===== config.mk =====
export PLATFORM = sky130hd
export DESIGN_NAME = control_smoother
export DESIGN_NICKNAME = d
export VERILOG_FILES = /design/src/rtl/control_smoother.sv
export SDC_FILE = /design/constraint.sdc
export NUM_CORES = 1
export LEC_CHECK = 0
export CAP_MARGIN = 20
export CORE_MARGIN = 8
export CORE_UTILIZATION = 42
export DETAILED_ROUTE_END_ITERATION = 8
export PLACE_DENSITY = 0.9
export SLEW_MARGIN = 20
export SYNTH_ARGS = -nofsm -noshare
export SYNTH_HDL_FRONTEND = slang
export SYNTH_SLANG_ARGS = --single-unit
export TNS_END_PERCENT = 50

===== constraint.sdc =====
create_clock -name i_Clock -period 9.33 [get_ports i_Clock]
set_clock_uncertainty 0.2 [all_clocks]
set_input_delay 2.3325 -clock i_Clock [delete_from_list [all_inputs] [get_ports i_Clock]]
set_output_delay 2.3325 -clock i_Clock [all_outputs]
set_load 0.005 [all_outputs]

===== src/rtl/control_smoother.sv =====
// Conditions seven 16-bit control words: synchronises the frame strobe, captures targets, and
// slews outputs toward them once per tick. Define CTRL_SMOOTH_EN for the filter; otherwise pass-through.
module control_smoother #(
    parameter int SHIFT       = 4,
    parameter int SYNC_STAGES = 2
) (
    input  logic        i_Clock,
    input  logic        i_Reset,
    input  logic        i_Data_Received,
    input  logic [15:0] i_Data0,
    input  logic [15:0] i_Data1,
    input  logic [15:0] i_Data2,
    input  logic [15:0] i_Data3,
    input  logic [15:0] i_Data4,
    input  logic [15:0] i_Data5,
    input  logic [15:0] i_Data6,
    input  logic        i_Tick,
    output logic [15:0] o_Data0,
    output logic [15:0] o_Data1,
    output logic [15:0] o_Data2,
    output logic [15:0] o_Data3,
    output logic [15:0] o_Data4,
    output logic [15:0] o_Data5,
    output logic [15:0] o_Data6,
    output logic        o_Update,
    output logic        o_Busy
);
    logic [15:0]            din   [7];
    logic [15:0]            out_q [7];
    logic [15:0]            out_d [7];
    logic [SYNC_STAGES-1:0] sync_q;
    logic                   edge_q;
    logic                   pending_q;
    logic                   pending_d;
    logic                   update_q;
    logic                   update_d;
    logic                   capture;
    logic                   rise;

    assign din[0] = i_Data0;
    assign din[1] = i_Data1;
    assign din[2] = i_Data2;
    assign din[3] = i_Data3;
    assign din[4] = i_Data4;
    assign din[5] = i_Data5;
    assign din[6] = i_Data6;

    assign o_Data0  = out_q[0];
    assign o_Data1  = out_q[1];
    assign o_Data2  = out_q[2];
    assign o_Data3  = out_q[3];
    assign o_Data4  = out_q[4];
    assign o_Data5  = out_q[5];
    assign o_Data6  = out_q[6];
    assign o_Update = update_q;

    // A new edge wins over a same-cycle capture so it is never lost.
    assign rise      = sync_q[SYNC_STAGES-1] & ~edge_q;
    assign pending_d = rise | (pending_q & ~capture);

    always_ff @(posedge i_Clock or posedge i_Reset) begin
        if (i_Reset) begin
            sync_q    <= '0;
            edge_q    <= 1'b0;
            pending_q <= 1'b0;
            update_q  <= 1'b0;
            for (int i = 0; i < 7; i++) out_q[i] <= '0;
        end else begin
            sync_q    <= {sync_q[SYNC_STAGES-2:0], i_Data_Received};
            edge_q    <= sync_q[SYNC_STAGES-1];
            pending_q <= pending_d;
            update_q  <= update_d;
            out_q     <= out_d;
        end
    end

`ifdef CTRL_SMOOTH_EN
    localparam logic [1:0] ST_IDLE  = 2'd0;
    localparam logic [1:0] ST_CALC  = 2'd1;
    localparam logic [1:0] ST_WRITE = 2'd2;
    localparam logic [1:0] ST_DONE  = 2'd3;

    logic [1:0]         state_q;
    logic [1:0]         state_d;
    logic [2:0]         chan_q;
    logic [2:0]         chan_d;
    logic [15:0]        step_q;
    logic [15:0]        step_d;
    logic [15:0]        target_q [7];
    logic [15:0]        target_d [7];
    logic               primed_q;
    logic               primed_d;
    logic signed [16:0] diff;
    logic signed [16:0] floor_step;

    // |step| never exceeds |diff|, so keeping 16 bits and adding modulo 2^16 is exact.
    assign diff       = $signed({1'b0, target_q[chan_q]}) - $signed({1'b0, out_q[chan_q]});
    assign floor_step = diff >>> SHIFT;
    assign o_Busy     = (state_q != ST_IDLE);

    always_comb begin
        state_d  = state_q;
        chan_d   = chan_q;
        step_d   = step_q;
        target_d = target_q;
        out_d    = out_q;
        primed_d = primed_q;
        update_d = 1'b0;
        capture  = 1'b0;
        case (state_q)
            ST_IDLE: begin
                if (pending_q) begin
                    capture  = 1'b1;
                    target_d = din;
                    if (!primed_q) begin
                        out_d    = din;
                        primed_d = 1'b1;
                        update_d = 1'b1;
                    end
                end else if (i_Tick && primed_q) begin
                    chan_d  = 3'd0;
                    state_d = ST_CALC;
                end
            end
            ST_CALC: begin
                // Small positive differences still creep up by one so the output lands exactly.
                if (diff != 17'sd0 && floor_step == 17'sd0) step_d = 16'd1;
                else                                        step_d = floor_step[15:0];
                state_d = ST_WRITE;
            end
            ST_WRITE: begin
                out_d[chan_q] = out_q[chan_q] + step_q;
                if (chan_q == 3'd6) begin
                    state_d = ST_DONE;
                end else begin
                    chan_d  = chan_q + 3'd1;
                    state_d = ST_CALC;
                end
            end
            default: begin
                update_d = 1'b1;
                state_d  = ST_IDLE;
            end
        endcase
    end

    always_ff @(posedge i_Clock or posedge i_Reset) begin
        if (i_Reset) begin
            state_q  <= ST_IDLE;
            chan_q   <= '0;
            step_q   <= '0;
            primed_q <= 1'b0;
            for (int i = 0; i < 7; i++) target_q[i] <= '0;
        end else begin
            state_q  <= state_d;
            chan_q   <= chan_d;
            step_q   <= step_d;
            primed_q <= primed_d;
            target_q <= target_d;
        end
    end
`else
    logic unused_cfg;

    always_comb begin
        capture  = pending_q;
        update_d = pending_q;
        out_d    = out_q;
        if (pending_q) out_d = din;
    end

    assign o_Busy     = 1'b0;
    assign unused_cfg = i_Tick ^ (SHIFT > 0);
`endif
endmodule


==> results.md, run 1 <==
* Unrepaired setup endpoints after global routing: false
* Most numerous cell types in the synthesized netlist: sky130_fd_sc_hd__dfrtp_1 (117), sky130_fd_sc_hd__mux2_2 (112), sky130_fd_sc_hd__buf_6 (8)
* Buffers plus inverters on the worst setup path at 1
* Critical path type: flip-flop to output port
* Ant diodes at 0
* Number of vias in the routed layout at 2952
* Static leakage power at 2.99 nW
* Flop and latch count out of synthesis at 117
* Number of synthesis warnings at 0
* Cells after synthesis at 245
* Die H at 117 um
* Postcts setup bufs at 0
* Chain of cells forming the critical path: clkdlybuf4s50_1
* Slowest cell delay on critical path at 0.54 ns
* Number of nets in the finished design at 596
* Final estimated routing congestion in global placement at 0.743
* Resized cells post-CTS at 0
* GRT met3 Usage at 9.45%
* Ratio of final minimum period to clock period at 42.1%
* Cell type group with the largest total delay on the critical path: buffers and inverters
* Maximum clock frequency at 0.255 GHz
* Post-detailed-routing wire length at 11800 um
* Sequential fraction of the synthesis area at 67.7%
* Most common cell in the synthesized netlist: sky130_fd_sc_hd__dfrtp_1
* Detailed-router iteration count before antenna repair at 4
* Total power per unit cell area at 216 nW/um^2
* Switching power at 0.350 mW
* Final-layout fill cell count at 655
* Top cells by area in the synthesized netlist: sky130_fd_sc_hd__dfrtp_1 (68%), sky130_fd_sc_hd__mux2_2 (29%), sky130_fd_sc_hd__buf_6 (2.1%)
* Clock latency reported for the late side of the worst-skew pair at 0.50 ns
* Starting utilization of the core area at 42.6%
* Yosys top cell by area: sky130_fd_sc_hd__dfrtp_1
* Cell with the largest stage delay on the worst path: sky130_fd_sc_hd__clkdlybuf4s50_1
* Total internal power at 1.22 mW
* Number of vias per cell after detailed routing at 4.69
* Rows at 37
* Final setup vio count at 0
* Area used by sequential logic in the layout at 2930 um^2
* Number of remaining DRC errors at 0
* Ys flop type: sky130_fd_sc_hd__dfrtp_1
* Global route total overflow at 0
* Post-DR wirelength/cell at 18.8 um
* Layout cell share with drive strength beyond 1 at 29.8%
* Gr usage total at 17.5%
* Layout Utilization at 71.7%
* Sink count of the clock tree at 117
* First-pass GRT wire length at 19000 um
* # hold bufs at CTS at 0
* Worst relative slew slack at 38.7%
* Core area at 10100 um^2
* Clock power frac at 41.0%
* Count of antenna-violating nets left after detailed routing at 0
* Buffers added on ports at 227
* Synthesized cell area at 4320 um^2
* Async S/R FF share, synth at 100%
* Combinational group share of total power at 19.3%
* Setup tns final at 0 ns
* Footprint of the multi-input gates at 1270 um^2
* Run status: finished clean
* Clock tree from TritonCTS: yes
* Mean instance size in the synthesized netlist at 17.6 um^2
* Pin count of the biggest net entering global routing at 74
* Area Overhead vs Synth at 68.1%
* Total clock buffers created by CTS at 17
* Synth top area share at 67.7%
* Fraction of power consumed by sequential logic at 39.7%
* Number of levels in the clock H-tree at 4
* Hold WC Path Type: flip-flop to flip-flop
* Worst setup timing slack at the placement stage at 4.82 ns
* Number of nets produced by synthesis at 361
* Crit end category: output port
* Maximum clock insertion buffer count at 2
* Clock Tree Root: sky130_fd_sc_hd__clkbuf_8
* Global route hottest layer: met2
* Number of antenna violations at the first check in global routing at 1
* Die extent in x at 117 um
* Yosys cell types at 8
* Final slew viol count at 0
* Clock transition at the register clock pins on the worst setup and hold paths after CTS at 0.05 ns
* Vias in the first global route at 3442
* Maximum fanout count along the critical path at 2
* Number of enable flip-flop cells after synthesis at 0
* Routing usage on met1 at 17.9%
* Top-level I/O count at 230
* Final hold viol count at 0
* CP arrival at 1.39 ns
* Worst setup SP type: flip-flop
* Number of violations of the max-capacitance limit at 0
* Transition at the pin with the smallest max-transition slack at 0.919 ns
* Required @ worst endpoint at 6.80 ns
* Violation count after the first detailed-routing iteration at 150
* Area of the die at 13800 um^2
* Sw frac at 22.3%
* Detail Placement HPWL at 8860 um
* Final Worst Setup Slack at 5.40 ns
* Shortest period the worst path allows at 3.93 ns
* Worst-case vdd ir drop at 0.000147 V
* Met2 GRT Util at 29.4%
worst paths after layout:
kind,startpoint,endpoint,slack [ns],depth (start not counted)
hold / removal,sync_q[0]$_DFF_PP0_,sync_q[1]$_DFF_PP0_,0.15,0
min in group asynchronous,i_Reset,o_Data5[10]$_DFFE_PP0P_,2.04,2
setup reg to reg,capture$_DFF_PP0_,o_Data2[4]$_DFFE_PP0P_,6.98,2
max in group asynchronous,i_Reset,capture$_DFF_PP0_,5.45,3
hold reg to reg,sync_q[0]$_DFF_PP0_,sync_q[1]$_DFF_PP0_,0.15,0
setup / recovery,o_Data4[10]$_DFFE_PP0P_,o_Data4[10],5.40,1
cells in the final DEF (no fill, tap or decap):
cell / n
sky130_fd_sc_hd__mux2_2: 112
sky130_fd_sc_hd__clkbuf_8: 3
sky130_fd_sc_hd__clkinvlp_4: 3
sky130_fd_sc_hd__dfrtp_1: 116
sky130_fd_sc_hd__dfrtp_4: 1
sky130_fd_sc_hd__clkbuf_1: 1
sky130_fd_sc_hd__buf_4: 2
sky130_fd_sc_hd__nor2b_1: 1
sky130_fd_sc_hd__clkinv_4: 3
sky130_fd_sc_hd__clkinv_2: 3
sky130_fd_sc_hd__conb_1: 1
sky130_fd_sc_hd__inv_4: 1
sky130_fd_sc_hd__clkbuf_16: 16
sky130_fd_sc_hd__clkdlybuf4s50_1: 227
sky130_fd_sc_hd__bufinv_16: 3
metrics by stage:
step / hold slack (ns) / cell area, um^2 / power, mW / cells
after floorplan: 0.131 / 4320 / 0.718 / 245
after global placement: 0.132 / 6670 / 0.924 / 597
after detailed placement: 0.140 / 6670 / 0.939 / 597
after CTS: 0.154 / 7270 / 1.59 / 629
after global routing: 0.162 / 7270 / 1.64 / 629
final: 0.152 / 7270 / 1.57 / 629
power groups by stage:
stage	Sequential (mW)	Combinational (mW)	Clock, mW
2_1_floorplan	0.630	0.0886	0
3_3_place_gp	0.625	0.299	0
3_5_place_dp	0.632	0.307	0
4_1_cts	0.624	0.309	0.661
5_1_grt	0.633	0.323	0.681
6_report	0.622	0.303	0.643
cells by family (layout without fill, tap and decap cells):
kind of cell | count (synthesis) | in the layout | synth area share [%]
buffers and inverters | 14 | 262 | 2.87
DFF | 117 | 117 | 67.7
muxes | 112 | 112 | 29.2
other | 1 | 1 | 0.0867
and+or+nand+nor | 1 | 1 | 0.145
state kept, by name, summed over array words and instances (netlist names):
name,count
sync_q,2
o_Data0,16
capture,1
o_Data4,16
edge_q,1
o_Data1,16
o_Update,1
o_Data6,16
o_Data5,16
o_Data2,16
o_Data3,16
area by class of cell:
| class | count | area share [%] |
|---|---|---|
| multi-input cells | 114 | 17.5 |
| inverters | 1 | 0.0861 |
| repair buffers | 229 | 31.5 |
| clock buffers | 20 | 6.13 |
| clock inverters | 12 | 2.12 |
| flip-flops and latches | 117 | 40.3 |
| well taps | 136 | 2.34 |
layer usage:
metal	wire (um)	part of all wire, %
met5	8	0.068
met1	4310	36
met3	1260	11
met2	6020	51
met4	219	1.9
Power figures use the tool's default switching activity.
==> run 2, diff against run 1 <==
CORE_UTILIZATION = 39   (was 42)
PLACE_DENSITY = 0.85   (was 0.9)
clock period = 4.1 ns   (was 9.33 ns; I/O delays follow)
==> results.md, run 2 (synthesis gave the netlist of run 1 again) <==
* Total power per unit cell area at 474 nW/um^2
* Total internal power at 2.67 mW
* Postcts setup bufs at 0
* Resized cells post-CTS at 0
* Cell with the largest stage delay on the worst path: sky130_fd_sc_hd__clkdlybuf4s50_1
* Final-layout fill cell count at 797
* Clock power frac at 38.7%
* Final Worst Setup Slack at 1.47 ns
* Die H at 121 um
* Number of remaining DRC errors at 0
* Global route hottest layer: met2
* Worst setup SP type: flip-flop
* Startpoint of the tightest hold check path: sync_q[0]$_DFF_PP0_
* Die extent in x at 121 um
* Final slew viol count at 0
* Combinational group share of total power at 20.1%
* Highest-count cells in the layout ignoring fill and taps: sky130_fd_sc_hd__clkdlybuf4s50_1 (227), sky130_fd_sc_hd__dfrtp_1 (116), sky130_fd_sc_hd__mux2_2 (112)
* Worst Hold Endpoint: sync_q[1]$_DFF_PP0_
* Transition at the pin with the smallest max-transition slack at 0.836 ns
* Maximum clock insertion buffer count at 2
* Unrepaired setup endpoints after global routing: false
* Global route total overflow at 0
* Rows at 38
* Gr usage total at 16.0%
* Area of the die at 14700 um^2
* Violation count after the first detailed-routing iteration at 102
* Count of antenna-violating nets left after detailed routing at 0
* Starting utilization of the core area at 39.9%
* Number of nets in the finished design at 598
* Number of levels in the clock H-tree at 4
* Number of violations of the max-capacitance limit at 0
* Clock Tree Root: sky130_fd_sc_hd__clkbuf_8
* Final estimated routing congestion in global placement at 0.711
* Placed Area at 6700 um^2
* # hold bufs at CTS at 0
* Hold WC Path Type: flip-flop to flip-flop
* Worst relative slew slack at 44.3%
* Setup tns final at 0 ns
* Crit end category: output port
* Detailed-router iteration count before antenna repair at 4
* Clock latency reported for the late side of the worst-skew pair at 0.51 ns
* Post-detailed-routing wire length at 11700 um
* Worst setup slack for register-to-register paths at 1.91 ns
* Static leakage power at 2.97 nW
* Detail Placement HPWL at 8760 um
* Sw frac at 22.5%
* Number of stages on the worst setup path at 1
* Clock tree from TritonCTS: yes
* Routing usage on met1 at 16.9%
* First-pass GRT wire length at 18200 um
* Final hold viol count at 0
* Buffers plus inverters on the worst setup path at 1
* Sink count of the clock tree at 117
* Layout Utilization at 66.8%
* Vias in the first global route at 3328
* Buffers added on ports at 227
* Post-layout instance area at 7240 um^2
* Slowest cell delay on critical path at 0.54 ns
* Shortest period the worst path allows at 2.63 ns
* GRT met3 Usage at 8.93%
* Post-DR wirelength/cell at 18.4 um
* Total clock buffers created by CTS at 17
* Top-level I/O count at 230
* Number of vias per cell after detailed routing at 4.61
* Ratio of final minimum period to clock period at 64.2%
* Run status: finished clean
* Critical path type: flip-flop to output port
* Number of antenna violations at the first check in global routing at 0
* CP arrival at 1.41 ns
* Number of vias in the routed layout at 2928
* Commonest non-fill, non-tap cell in the layout: sky130_fd_sc_hd__clkdlybuf4s50_1
* Length in cells of the worst reg-to-reg path at 2
* Required @ worst endpoint at 2.87 ns
* Pin count of the biggest net entering global routing at 66
* Clock transition at the register clock pins on the worst setup and hold paths after CTS at 0.06 ns
* Switching power at 0.772 mW
* Final setup vio count at 0
* Maximum clock frequency at 0.380 GHz
* Maximum fanout count along the critical path at 2
* Ant diodes at 0
* End of the worst register-to-register path: o_Data1[10]$_DFFE_PP0P_
* Chain of cells forming the critical path: clkdlybuf4s50_1
* Area Overhead vs Synth at 67.6%
* Cell depth of the worst hold path at 0
* Worst setup timing slack at the placement stage at 1.55 ns
* Core area at 10800 um^2
* Origin of the critical flop-to-flop path: capture$_DFF_PP0_
* Cell type group with the largest total delay on the critical path: buffers and inverters
* Layout cell share with drive strength beyond 1 at 29.7%
* Worst-case vdd ir drop at 0.000279 V
* Fraction of power consumed by sequential logic at 41.2%
* Met2 GRT Util at 25.8%
==> run 2: worst max-delay path by stage <==
| stage | to | start | slack [ns] |
|---|---|---|---|
| final | o_Data2[3] | o_Data2[3]$_DFFE_PP0P_ | 1.47 |
| after global routing | o_Data6[9] | o_Data6[9]$_DFFE_PP0P_ | 1.41 |
| after CTS | o_Data5[11] | o_Data5[11]$_DFFE_PP0P_ | 1.44 |
| after detailed placement | o_Data5[3]$_DFFE_PP0P_ | i_Reset | 1.55 |
| after global placement | o_Data1[3]$_DFFE_PP0P_ | i_Reset | 1.57 |
| after floorplan | capture$_DFF_PP0_ | i_Reset | 1.45 |
==> run 2: cell type report <==
type	count	area [um^2]	share of cell area, %
clock inverter	9	77.6	1.07
multi-input combinational	114	1270	17.5
inverter	1	7.51	0.104
clock buffer	23	467	6.44
sequential	117	2930	40.5
timing repair buffer	231	2310	32.0
tap	140	175	2.42
==> run 2: power by group through the flow <==
stage | clock [mW] | sequential (mW) | combinational, mW
floorplan | 0 | 1.43 | 0.202
global placement | 0 | 1.43 | 0.682
detailed placement | 0 | 1.44 | 0.700
CTS | 1.37 | 1.42 | 0.705
global route | 1.43 | 1.44 | 0.740
finish | 1.33 | 1.42 | 0.690
==> run 2: through the flow <==
step / power (mW) / instances / hold WS, ns
after floorplan: 1.63 / 245 / 0.131
after global placement: 2.11 / 603 / 0.131
after detailed placement: 2.14 / 603 / 0.140
after CTS: 3.50 / 635 / 0.154
after global routing: 3.61 / 635 / 0.156
final: 3.44 / 635 / 0.153
==> run 2: routing by layer <==
metal,wire [um],vias to the layer above
li1,-,1333
met1,4300,1430
met2,5700,150
met3,1510,15
met4,173,0
met5,0,-
